**src/rtl/unit_sched.sv**
```systemverilog
// unit_sched: per-unit-class issue scheduler.
// Tracks commit slots waiting for one class of functional unit and, each
// cycle, hands the oldest eligible slots (relative to commit_head) to up to
// NUNIT free units. Units may be multi-cycle and non-pipelined (busy counters).
//
// Handshake: issue_valid[u] is a one-cycle push with no back-pressure from the
// scheduler side. The unit refuses work for the current cycle by asserting
// unit_stall[u]; a stalled or busy unit never sees issue_valid[u]=1, so
// issue_valid[u]=1 always means the slot in field u has been taken this cycle.
module unit_sched #(
    parameter int NCOMMIT  = 32,
    parameter int LNCOMMIT = $clog2(NCOMMIT),
    parameter int NUNIT    = 2,
    parameter int LATENCY  = 1
) (
    input  logic                      clk,
    input  logic                      reset,
    input  logic [NCOMMIT-1:0]        alloc,
    input  logic [NCOMMIT-1:0]        ready,
    input  logic [NCOMMIT-1:0]        kill,
    input  logic [LNCOMMIT-1:0]       commit_head,
    input  logic [NUNIT-1:0]          unit_stall,
    output logic [NUNIT-1:0]          issue_valid,
    output logic [NUNIT*LNCOMMIT-1:0] issue_slot,
    output logic [NCOMMIT-1:0]        pending,
    output logic [NUNIT-1:0]          unit_busy
);

    // Busy counters hold up to 15 remaining cycles.
    localparam int CW = 4;

    logic [NCOMMIT-1:0]        pending_q, pending_d;
    logic [NCOMMIT-1:0]        eligible;
    logic [NCOMMIT-1:0]        rot;
    logic [NCOMMIT-1:0]        remaining;
    logic [NCOMMIT-1:0]        issued;
    logic [NUNIT-1:0]          free;
    logic [NUNIT-1:0]          valid_c;
    logic [NUNIT*LNCOMMIT-1:0] slot_c;
    logic                      found;
    logic [LNCOMMIT-1:0]       kpos;
    logic [LNCOMMIT-1:0]       sel_slot;
    logic [CW-1:0]             cnt_q [NUNIT];
    logic [CW-1:0]             cnt_d [NUNIT];

    // Eligibility, free units and rotation into age order (bit 0 = oldest).
    always_comb begin
        eligible = pending_q & ready & ~kill;
        rot      = '0;
        for (int i = 0; i < NCOMMIT; i++) begin
            rot[i] = eligible[commit_head + LNCOMMIT'(i)];
        end
        for (int u = 0; u < NUNIT; u++) begin
            free[u] = ~unit_stall[u] & (cnt_q[u] == '0);
        end
    end

    // Free units in ascending order take successive oldest eligible slots.
    always_comb begin
        remaining = rot;
        valid_c   = '0;
        slot_c    = '0;
        issued    = '0;
        found     = 1'b0;
        kpos      = '0;
        sel_slot  = '0;
        for (int u = 0; u < NUNIT; u++) begin
            found = 1'b0;
            kpos  = '0;
            for (int k = 0; k < NCOMMIT; k++) begin
                if (!found && remaining[k]) begin
                    found = 1'b1;
                    kpos  = LNCOMMIT'(k);
                end
            end
            if (free[u] && !reset && found) begin
                remaining[kpos]                = 1'b0;
                sel_slot                       = commit_head + kpos;
                valid_c[u]                     = 1'b1;
                slot_c[u*LNCOMMIT +: LNCOMMIT] = sel_slot;
                issued[sel_slot]               = 1'b1;
            end
        end
    end

    // Next pending mask: kill beats alloc, alloc beats issue-clear.
    always_comb begin
        pending_d = ((pending_q & ~issued) | alloc) & ~kill;
        for (int u = 0; u < NUNIT; u++) begin
            if (valid_c[u]) begin
                cnt_d[u] = CW'(LATENCY - 1);
            end else if (cnt_q[u] != '0) begin
                cnt_d[u] = cnt_q[u] - CW'(1);
            end else begin
                cnt_d[u] = '0;
            end
        end
    end

    // State registers with synchronous reset.
    always_ff @(posedge clk) begin
        if (reset) begin
            pending_q <= '0;
            for (int u = 0; u < NUNIT; u++) begin
                cnt_q[u] <= '0;
            end
        end else begin
            pending_q <= pending_d;
            for (int u = 0; u < NUNIT; u++) begin
                cnt_q[u] <= cnt_d[u];
            end
        end
    end

    // Output drive.
    always_comb begin
        issue_valid = valid_c;
        issue_slot  = slot_c;
        pending     = pending_q;
        for (int u = 0; u < NUNIT; u++) begin
            unit_busy[u] = (cnt_q[u] != '0);
        end
    end

endmodule

```
**config.mk**
```make
export PLATFORM = sky130hd
export DESIGN_NAME = unit_sched
export DESIGN_NICKNAME = d
export VERILOG_FILES = /design/src/rtl/unit_sched.sv
export SDC_FILE = /design/constraint.sdc
export NUM_CORES = 1
export LEC_CHECK = 0
export BUFFER_PORTS_ARGS = -buffer_cell sky130_fd_sc_hd__buf_2
export CAP_MARGIN = 40
export CORE_MARGIN = 4
export CORE_UTILIZATION = 30
export DETAILED_ROUTE_END_ITERATION = 8
export PLACE_DENSITY = 0.54
export SLEW_MARGIN = 20
export SYNTH_ARGS = -nofsm -noshare
export SYNTH_HDL_FRONTEND = slang
export SYNTH_SLANG_ARGS = --single-unit
```
**constraint.sdc**
```tcl
create_clock -name clk -period 12.44 [get_ports clk]
set_input_delay 2.488 -clock clk [delete_from_list [all_inputs] [get_ports clk]]
set_output_delay 2.488 -clock clk [all_outputs]
set_load 0.02 [all_outputs]
```
==> results of run 1 <==
-- layer usage --
layer	track usage [%]	up-vias
met1	32.7	4884
met4	10.1	0
met3	3.50	84
met5	0	-
li1	-	4568
met2	38.8	525
-- cell usage in the layout (no fill, tap or decap), drive strengths merged, types with 8 or more instances in the layout --
cell / netlist / layout
xor2: 17 / 17
ha: 24 / 24
xnor2: 29 / 29
nand4: 17 / 17
or3: 28 / 28
nand4b: 11 / 11
nor4: 11 / 11
nand3b: 18 / 18
nor4bb: 18 / 18
o22ai: 21 / 21
nand3: 34 / 34
mux2: 28 / 28
dfxtp: 40 / 40
nand2b: 18 / 18
o21a: 11 / 11
buf: 44 / 196
and2: 8 / 8
a2bb2oi: 8 / 8
nor2: 108 / 108
mux2i: 83 / 83
nand2: 77 / 77
or4bb: 8 / 8
and3b: 30 / 30
a21o: 10 / 10
inv: 28 / 29
nor2b: 11 / 11
a21oi: 65 / 65
a2111oi: 18 / 18
mux4: 50 / 50
nor3: 17 / 17
a31oi: 36 / 36
o221ai: 9 / 9
o31ai: 9 / 9
o21ai: 37 / 37
-- path summary, 6_finish.rpt --
path / startpoint / to / slack (ns) / cells past startpoint
min: cnt_q[0][0] / cnt_q[0][0] / 0.44 / 1
max reg2reg: pending[9] / pending[20] / 4.57 / 24
max: commit_head[1] / issue_slot[9] / 0.31 / 29
min reg2reg: cnt_q[0][0] / cnt_q[0][0] / 0.44 / 1
-- cells by family (layout without fill, tap and decap cells) --
| group | Yosys count | after routing | synth area share [%] |
|---|---|---|---|
| AO/OA/AOI/OAI | 290 | 290 | 23.0 |
| buffers and inverters | 88 | 232 | 4.85 |
| multiplexers | 161 | 161 | 26.1 |
| AND/OR/NAND/NOR | 434 | 434 | 28.5 |
| adder cells (fa/ha/maj) | 26 | 26 | 3.88 |
| flip-flops | 40 | 40 | 9.12 |
| XOR/XNOR | 46 | 46 | 4.59 |
-- Yosys cell counts (9+ instances only) --
cell       number  area, µm²
buf_4           9       67.6
nor4_1         10       62.6
nand3b_1       18        135
nand4_1        17        106
and3b_1        30        263
nor4bb_1       18        180
nand2_1        76        285
o221ai_1        9       78.8
nand4b_1       10       87.6
buf_2          29        145
or3_1          26        163
nor3_1         16       80.1
dfxtp_1        40        801
mux4_2         50       1130
a31oi_1        35        219
inv_1          24       90.1
o21a_1         11       82.6
o31ai_1         9       67.6
xor2_1         17        149
nand2b_1       18        113
a21o_1         10       75.1
nand3_1        34        170
nor2_1        107        402
o22ai_1        21        131
a21oi_1        65        325
mux2_2         23        259
mux2i_1        83        831
ha_1           24        300
a2111oi_0      16        140
xnor2_1        29        254
nor2b_1        11       68.8
o21ai_0        33        165
clkbuf_1       16       60.1
-- layout make-up --
| class | count | share of cell area (%) |
|---|---|---|
| Clock inverter | 3 | 0.451 |
| Sequential cell | 40 | 7.81 |
| Inverter | 28 | 1.05 |
| Timing Repair Buffer | 196 | 11.0 |
| Clock buffer | 5 | 1.22 |
| Tap cell | 384 | 4.69 |
| Multi-Input combinational cell | 957 | 73.8 |
-- registers in the layout, summed over array words and instances (netlist names) --
register,cells
pending,32
cnt_q,8
-- stage by stage --
stage	worst slack, ns	power (mW)	std cells	instance area, µm²	util, %
6_report	0.305	1.16	1613	10300	35.6
5_1_grt	0.00205	1.23	1613	10300	35.6
4_1_cts	0.359	1.15	1612	10200	35.6
3_5_place_dp	0.382	0.984	1604	10100	35.0
3_3_place_gp	0.442	0.975	1602	10000	34.9
2_1_floorplan	0.456	0.681	1085	8780	-
-- what timing repair did --
action | 4_1_cts | 5_1_grt
endpoints found under the setup margin | 0 | 2
hold buffers | 0 | 0
gates resized for setup | 0 | 5
hold endpoints to repair | 0 | 0
-- power by group through the flow --
stage / logic, mW / clock network, mW / registers, mW
2_1_floorplan: 0.520 / 0 / 0.161
3_3_place_gp: 0.817 / 0 / 0.158
3_5_place_dp: 0.826 / 0 / 0.158
4_1_cts: 0.830 / 0.161 / 0.155
5_1_grt: 0.912 / 0.165 / 0.157
6_report: 0.851 / 0.158 / 0.156
==> impl_metrics.toml, run 1 <==
[placement]
place_hpwl_um = 33300
gp_congestion = 0.959
numPortBuffers = 150

[logic_synthesis]
seq_area_frac_synth_pct = 9.12
synth-seq-cells = 40
ys_warn_count = 0
postSynthCellCount = 1085
async_flop_share_pct = 0
synth_flop_cell = "dfxtp_1"
syn_area_per_cell_um2 = 8.09
synth_fp_nets = 1216
synth_edf_count = 0
synthDistinctLibCells = 90
netlist_area_um2 = 8780

[worst_setup_path]
worst_path_largest_cell_delay_ns = 0.54
worstSetupPathType = "input pin to output pin"
cp_data_arrival_time_ns = 9.65
critPathRequiredTime_ns = 9.95
crit_buf_inv = 7
cp_top_family = "compound AO/OA/AOI/OAI gates"
crit_fanout = 61
critPathLaunchType = "input pin"
slowest_stage = "mux4_2"
end_kind = "output pin"

[floorplanning]
start_util_pct = 30.5
ioPinCount = 151
die-area_um2 = 32100
core_area_um2 = 28800
die_width_um = 179
rows = 62
die_h_um = 179

[cts]
clk_pin_slew_ns = 0.07
htreeDepth = 2
cts_buffer_depth = 2
cts.sinks = 40
cts_buffers = 5
cts_tree = "yes"
post-cts-setup-buffers = 0
clk_latency_ns = 0.29
clockRootBuffer = "clkbuf_16"

[power_and_ir_drop]
power_frac_comb_pct = 73.0
power.clock.fraction_pct = 13.6
peakVddDrop_mv = 0.0872
internal_power_mw = 0.523
swShare_pct = 55.1
power_frac_seq_pct = 13.4
p_leak_nw = 4.16
power_switching_mw = 0.641
p_per_area_nw_per_um2 = 114

[routing]
dr.pass1.iters = 7
dr_wl_met2_um = 18200
met3WireLength_um = 2970
vias_per_cell = 6.24
postRouteAntennaNets = 0
highest_layer = "met4"
post_drt_wl_per_cell_um = 24.9
via_count = 10061
drc_errors = 0
wl_met1_um = 17100
routed_wl_um = 40100
drtIter0Drc = 1044

[sta]
fin_setup_tns_ns = 0
fin_crit_sh_pct = 97.5
skew_ns = 0.00553
layout_min_cycle_time_ns = 12.13
setup_viol = 0
slew_headroom_pct = 42.6
worstMarginPinSlew_ns = 0.855
rsz0062_at_grt = "false"
hold_viol = 0
finalMaxSlewViolations = 0
fin_hold_ws_ns = 0.444
fmax_ghz = 0.0824

[layout]
seqCellArea_um2 = 801
area_growth_pct = 16.9
nNetsFinal = 1359
filler_cell_count = 3059
drive_gt1_share_pct = 25.3
diodes = 0
multiInputGateArea_um2 = 7570

[global_routing]
grt_pass1_vias = 9405
overflow = 0
grt_max_degree = 62
grt_pass1_wl_um = 59300
grtUsageTotal_pct = 24.3
antenna_found_initial = 1

[outcome]
outcome = "complete, no violations"

[run]
drv_cap = 0

[min_path]
hp-class = "flop to flop"
Power figures use the tool's default switching activity.
==> run 2: changes to the inputs <==
CORE_UTILIZATION = 35   (was 30)
PLACE_DENSITY = 0.6   (was 0.54)
==> impl_metrics.toml, run 2 (synthesized netlist as in run 1, its figures left out) <==
[floorplanning]
die_h_um = 166
ioPinCount = 151
die-area_um2 = 27700
core_area_um2 = 24500
start_util_pct = 35.9
die_width_um = 166
rows = 57

[worst_setup_path]
end_kind = "output pin"
critPathRequiredTime_ns = 9.95
cp_top_family = "compound AO/OA/AOI/OAI gates"
worst_path_largest_cell_delay_ns = 0.55
cp-startpoint = "commit_head[0]"
crit_fanout = 22
reg2reg_from = "pending[16]"
cp_data_arrival_time_ns = 9.54
worstSetupPathType = "input pin to output pin"
reg2reg_slack_ns = 4.81
critPathLaunchType = "input pin"
crit_end = "issue_slot[9]"
cp.depth = 29
slowest_stage = "mux4_2"
rr_endpoint = "pending[16]"
crit_buf_inv = 6
reg2reg_depth = 24

[global_routing]
grt_pass1_wl_um = 58600
grt_pass1_vias = 9641
top_usage_layer = "met2"
antenna_found_initial = 0
use_met2_pct = 44.0
use_met1_pct = 35.4
grtUsageMet3_pct = 3.05
overflow = 0
grtUsageTotal_pct = 26.8
grt_max_degree = 48

[cts]
cts_tree = "yes"
cts.sinks = 40
ctsHoldBuffers = 0
htreeDepth = 2
clk_pin_slew_ns = 0.07
clockRootBuffer = "clkbuf_16"
clk_latency_ns = 0.29
cts_buffer_depth = 2
cts_buffers = 5

[power_and_ir_drop]
peakVddDrop_mv = 0.108
p_leak_nw = 4.19
p_per_area_nw_per_um2 = 115

[sta]
finalMaxSlewViolations = 0
slew_headroom_pct = 39.1
fmax_ghz = 0.0831
setup_viol = 0
rsz0062_at_grt = "false"
skew_ns = 0.00626
worstMarginPinSlew_ns = 0.913
layout_min_cycle_time_ns = 12.03
fin_setup_tns_ns = 0
fin_crit_sh_pct = 96.7
hold_viol = 0

[layout]
postLayoutCellArea_um2 = 10300
seqCellArea_um2 = 801
final_common_cell = "buf_2"
multiInputGateArea_um2 = 7640
area_growth_pct = 17.1
filler_cell_count = 2511
layout_common_cells = "buf_2 (151), nor2_1 (107), mux2i_1 (83)"
nNetsFinal = 1357
drive_gt1_share_pct = 25.8
diodes = 0
largest_register_ffs = 32

[run]
drv_cap = 0

[routing]
post_drt_wl_per_cell_um = 25.3
vias_per_cell = 6.60
drtIter0Drc = 1205
postRouteAntennaNets = 0
drc_errors = 0
via_count = 10233
dr.pass1.iters = 6
routed_wl_um = 39200

[placement]
placed_area_um2 = 9960
numPortBuffers = 150
place_hpwl_um = 32500
gp_congestion = 0.980

[min_path]
hp-class = "flop to flop"

[outcome]
outcome = "complete, no violations"
run 2: changes by cell type in the layout (fill, tap and decap cells not counted), sizes merged:
cell / change
clkinvlp: -1
inv: -2
clkinv: +1
buf: -2
bufinv: +2
run 2: worst reg2reg max path, cell delays in order (launching register included):
cell and delay [ns]:
dfxtp_1 0.33, and3b_1 0.34, a2111oi_1 0.55, nor4_1 0.16, buf_4 0.18, mux4_2 0.55, a31o_2 0.30, nor3_1 0.25
and4bb_2 0.36, nand2_2 0.13, o2111a_1 0.31, buf_4 0.19, nor4_1 0.45, o32ai_1 0.15, buf_4 0.18, or3_4 0.43
nor3_1 0.23, a221oi_1 0.15, o211ai_1 0.15, ha_1 0.23, fa_1 0.53, or3_1 0.50, nand2b_1 0.23, or4_1 0.49
o211a_1 0.13
run 2: layer usage:
| metal | up-vias | wire length [µm] |
|---|---|---|
| met3 | 123 | 2730 |
| met5 | - | 0 |
| li1 | 4559 | - |
| met4 | 0 | 2010 |
| met2 | 570 | 17900 |
| met1 | 4981 | 16600 |
run 2: worst min-delay path by stage:
stage | from | cells after the start | end | slack [ns]
after detailed placement | cnt_q[0][0] | 1 | cnt_q[0][0] | 0.43
after global routing | cnt_q[0][4] | 1 | cnt_q[0][4] | 0.46
after CTS | cnt_q[0][0] | 1 | cnt_q[0][0] | 0.44
after floorplan | cnt_q[0][0] | 1 | cnt_q[0][0] | 0.41
after global placement | cnt_q[0][0] | 1 | cnt_q[0][0] | 0.43
final | cnt_q[0][0] | 1 | cnt_q[0][0] | 0.44
run 2: power breakdown:
group	total, mW	leakage [nW]	switching, mW	internal, mW
sequential	0.156	0.329	0.0132	0.143
combinational	0.828	3.76	0.553	0.275
clock	0.195	0.104	0.0593	0.135
run 2: metrics by stage:
step	worst slack [ns]	hold WS, ns	instances	total power, mW	util, %
2_1_floorplan	0.456	0.408	1085	0.681	-
3_3_place_gp	0.312	0.430	1539	0.955	40.6
3_5_place_dp	0.324	0.430	1541	0.958	40.7
4_1_cts	0.281	0.440	1549	1.16	41.6
5_1_grt	0.0127	0.459	1551	1.24	42.0
6_report	0.411	0.437	1551	1.18	42.0
run 2: timing repair:
| item | in CTS | in global routing |
|---|---|---|
| gates resized for setup | 0 | 15 |
| hold endpoints to repair | 0 | 0 |
| endpoints found under the setup margin | 0 | 4 |
| setup buffers | 0 | 2 |
run 2: cell type report:
class / instances / area share (%)
clock buffer: 5 / 1.22
inverter: 28 / 1.06
sequential: 40 / 7.79
timing repair buffer: 194 / 10.7
multi-input combinational: 957 / 74.4
clock inverter: 3 / 0.877
tap: 324 / 3.95
==> run 3: changes to the inputs <==
MAX_ROUTING_LAYER = met4   (was unset)
==> impl_metrics.toml, run 3 (synthesized netlist as in run 1, its figures left out) <==
[sta]
fin_crit_sh_pct = 96.9
setup_ws_ns = 0.384
fin_hold_ws_ns = 0.438
hold_viol = 0
finalMaxSlewViolations = 0
setup_viol = 0
fin_setup_tns_ns = 0
slew_headroom_pct = 40.0
rsz0062_at_grt = "false"
fmax_ghz = 0.0829
layout_min_cycle_time_ns = 12.06
worstMarginPinSlew_ns = 0.899
skew_ns = 0.00860

[cts]
clk_latency_ns = 0.29
clk_pin_slew_ns = 0.07
cts_buffers = 5
clockRootBuffer = "clkbuf_16"
cts.sinks = 40
cts_tree = "yes"
htreeDepth = 2
cts_buffer_depth = 2

[routing]
postRouteAntennaNets = 0
dr.pass1.iters = 6
routed_wl_um = 40200
drc_errors = 0
via_count = 10097
post_drt_wl_per_cell_um = 26.0
drtIter0Drc = 1309
vias_per_cell = 6.52

[worst_setup_path]
worst_path_largest_cell_delay_ns = 0.56
critPathRequiredTime_ns = 9.95
cpMostUsedCell = "buf_4"
crit_fanout = 46
end_kind = "output pin"
crit_buf_inv = 8
reg2reg_slack_ns = 4.77
cp_data_arrival_time_ns = 9.57
critPathLaunchType = "input pin"
slowest_stage = "o311ai_1"
cp_top_family = "compound AO/OA/AOI/OAI gates"
reg2reg_from = "pending[16]"
reg2reg_depth = 23
worstSetupPathType = "input pin to output pin"
rr_endpoint = "pending[24]"

[layout]
drive_gt1_share_pct = 25.5
multiInputGateArea_um2 = 7610
layout_common_cells = "buf_2 (152), nor2_1 (107), mux2i_1 (81)"
area_growth_pct = 15.8
seqCellArea_um2 = 801
diodes = 0
nNetsFinal = 1354
largest_register_ffs = 32
filler_cell_count = 2553
final_common_cell = "buf_2"

[floorplanning]
die-area_um2 = 27700
rows = 57
start_util_pct = 35.9
ioPinCount = 151
core_area_um2 = 24500
die_h_um = 166
die_width_um = 166

[min_path]
hold_path_end = "cnt_q[0][0]"
worstHoldPathCells = 1
hp-class = "flop to flop"
min_from = "cnt_q[0][0]"

[global_routing]
grtUsageTotal_pct = 28.2
antenna_found_initial = 0
grt_pass1_vias = 9487
overflow = 0
grt_pass1_wl_um = 59400
grt_max_degree = 56

[placement]
post-place-ws_ns = 0.501
place_hpwl_um = 33200
gp_congestion = 0.995
numPortBuffers = 150

[power_and_ir_drop]
p_leak_nw = 4.13
p_per_area_nw_per_um2 = 111
peakVddDrop_mv = 0.0962

[run]
drv_cap = 0

[outcome]
outcome = "complete, no violations"
[run 3: changes by cell type in the layout (fill, tap and decap cells not counted), sizes merged]
cell      change
buf           -3
bufinv        -3
clkinvlp      +2
clkbuf        +1
clkinv        -1
inv           +1
[run 3: per-stage QoR]
stage               utilization, %  total power [mW]  instances  area, µm²
floorplan                        -             0.681       1085       8780
global placement              40.6             0.961       1537       9940
detailed placement            40.7             0.964       1540       9960
CTS                           41.4              1.10       1548      10100
global route                  41.6              1.19       1548      10200
finish                        41.6              1.13       1548      10200
[run 3: metal layers]
layer / GRT usage, % / part of all wire [%] / vias up
met5: - / 0 / -
met4: 10.7 / 4.5 / 0
met3: 2.38 / 8.2 / 93
met2: 44.4 / 45 / 639
met1: 38.0 / 42 / 4805
li1: - / - / 4560
[run 3: final cells by class]
| cell class | instances | share of cell area (%) |
|---|---|---|
| clock inverter | 2 | 0.148 |
| inverter | 28 | 1.06 |
| tap | 324 | 3.99 |
| sequential | 40 | 7.88 |
| multi-input combinational | 957 | 74.8 |
| clock buffer | 6 | 1.37 |
| timing repair buffer | 191 | 10.7 |
[run 3: report_power, final]
group	internal, mW	switching, mW	total (mW)
sequential	0.143	0.0129	0.156
clock	0.0799	0.0585	0.138
combinational	0.273	0.559	0.832
total	0.495	0.631	1.13
[run 3: worst max-delay path by stage]
stage	from	end	slack, ns	cells after the start
final	commit_head[1]	issue_slot[8]	0.38	28
after global routing	commit_head[1]	issue_slot[9]	0.01	29
after CTS	commit_head[2]	issue_slot[8]	0.50	25
after detailed placement	commit_head[2]	issue_slot[8]	0.50	25
after global placement	commit_head[2]	issue_slot[9]	0.42	25
after floorplan	commit_head[0]	issue_slot[9]	0.46	31
[run 3: what timing repair did]
action                                 CTS  global route
gates resized for setup                  0            11
endpoints found under the hold margin    0             0
setup buffers                            0             0
hold buffers                             0             0
setup endpoints to repair                0             2
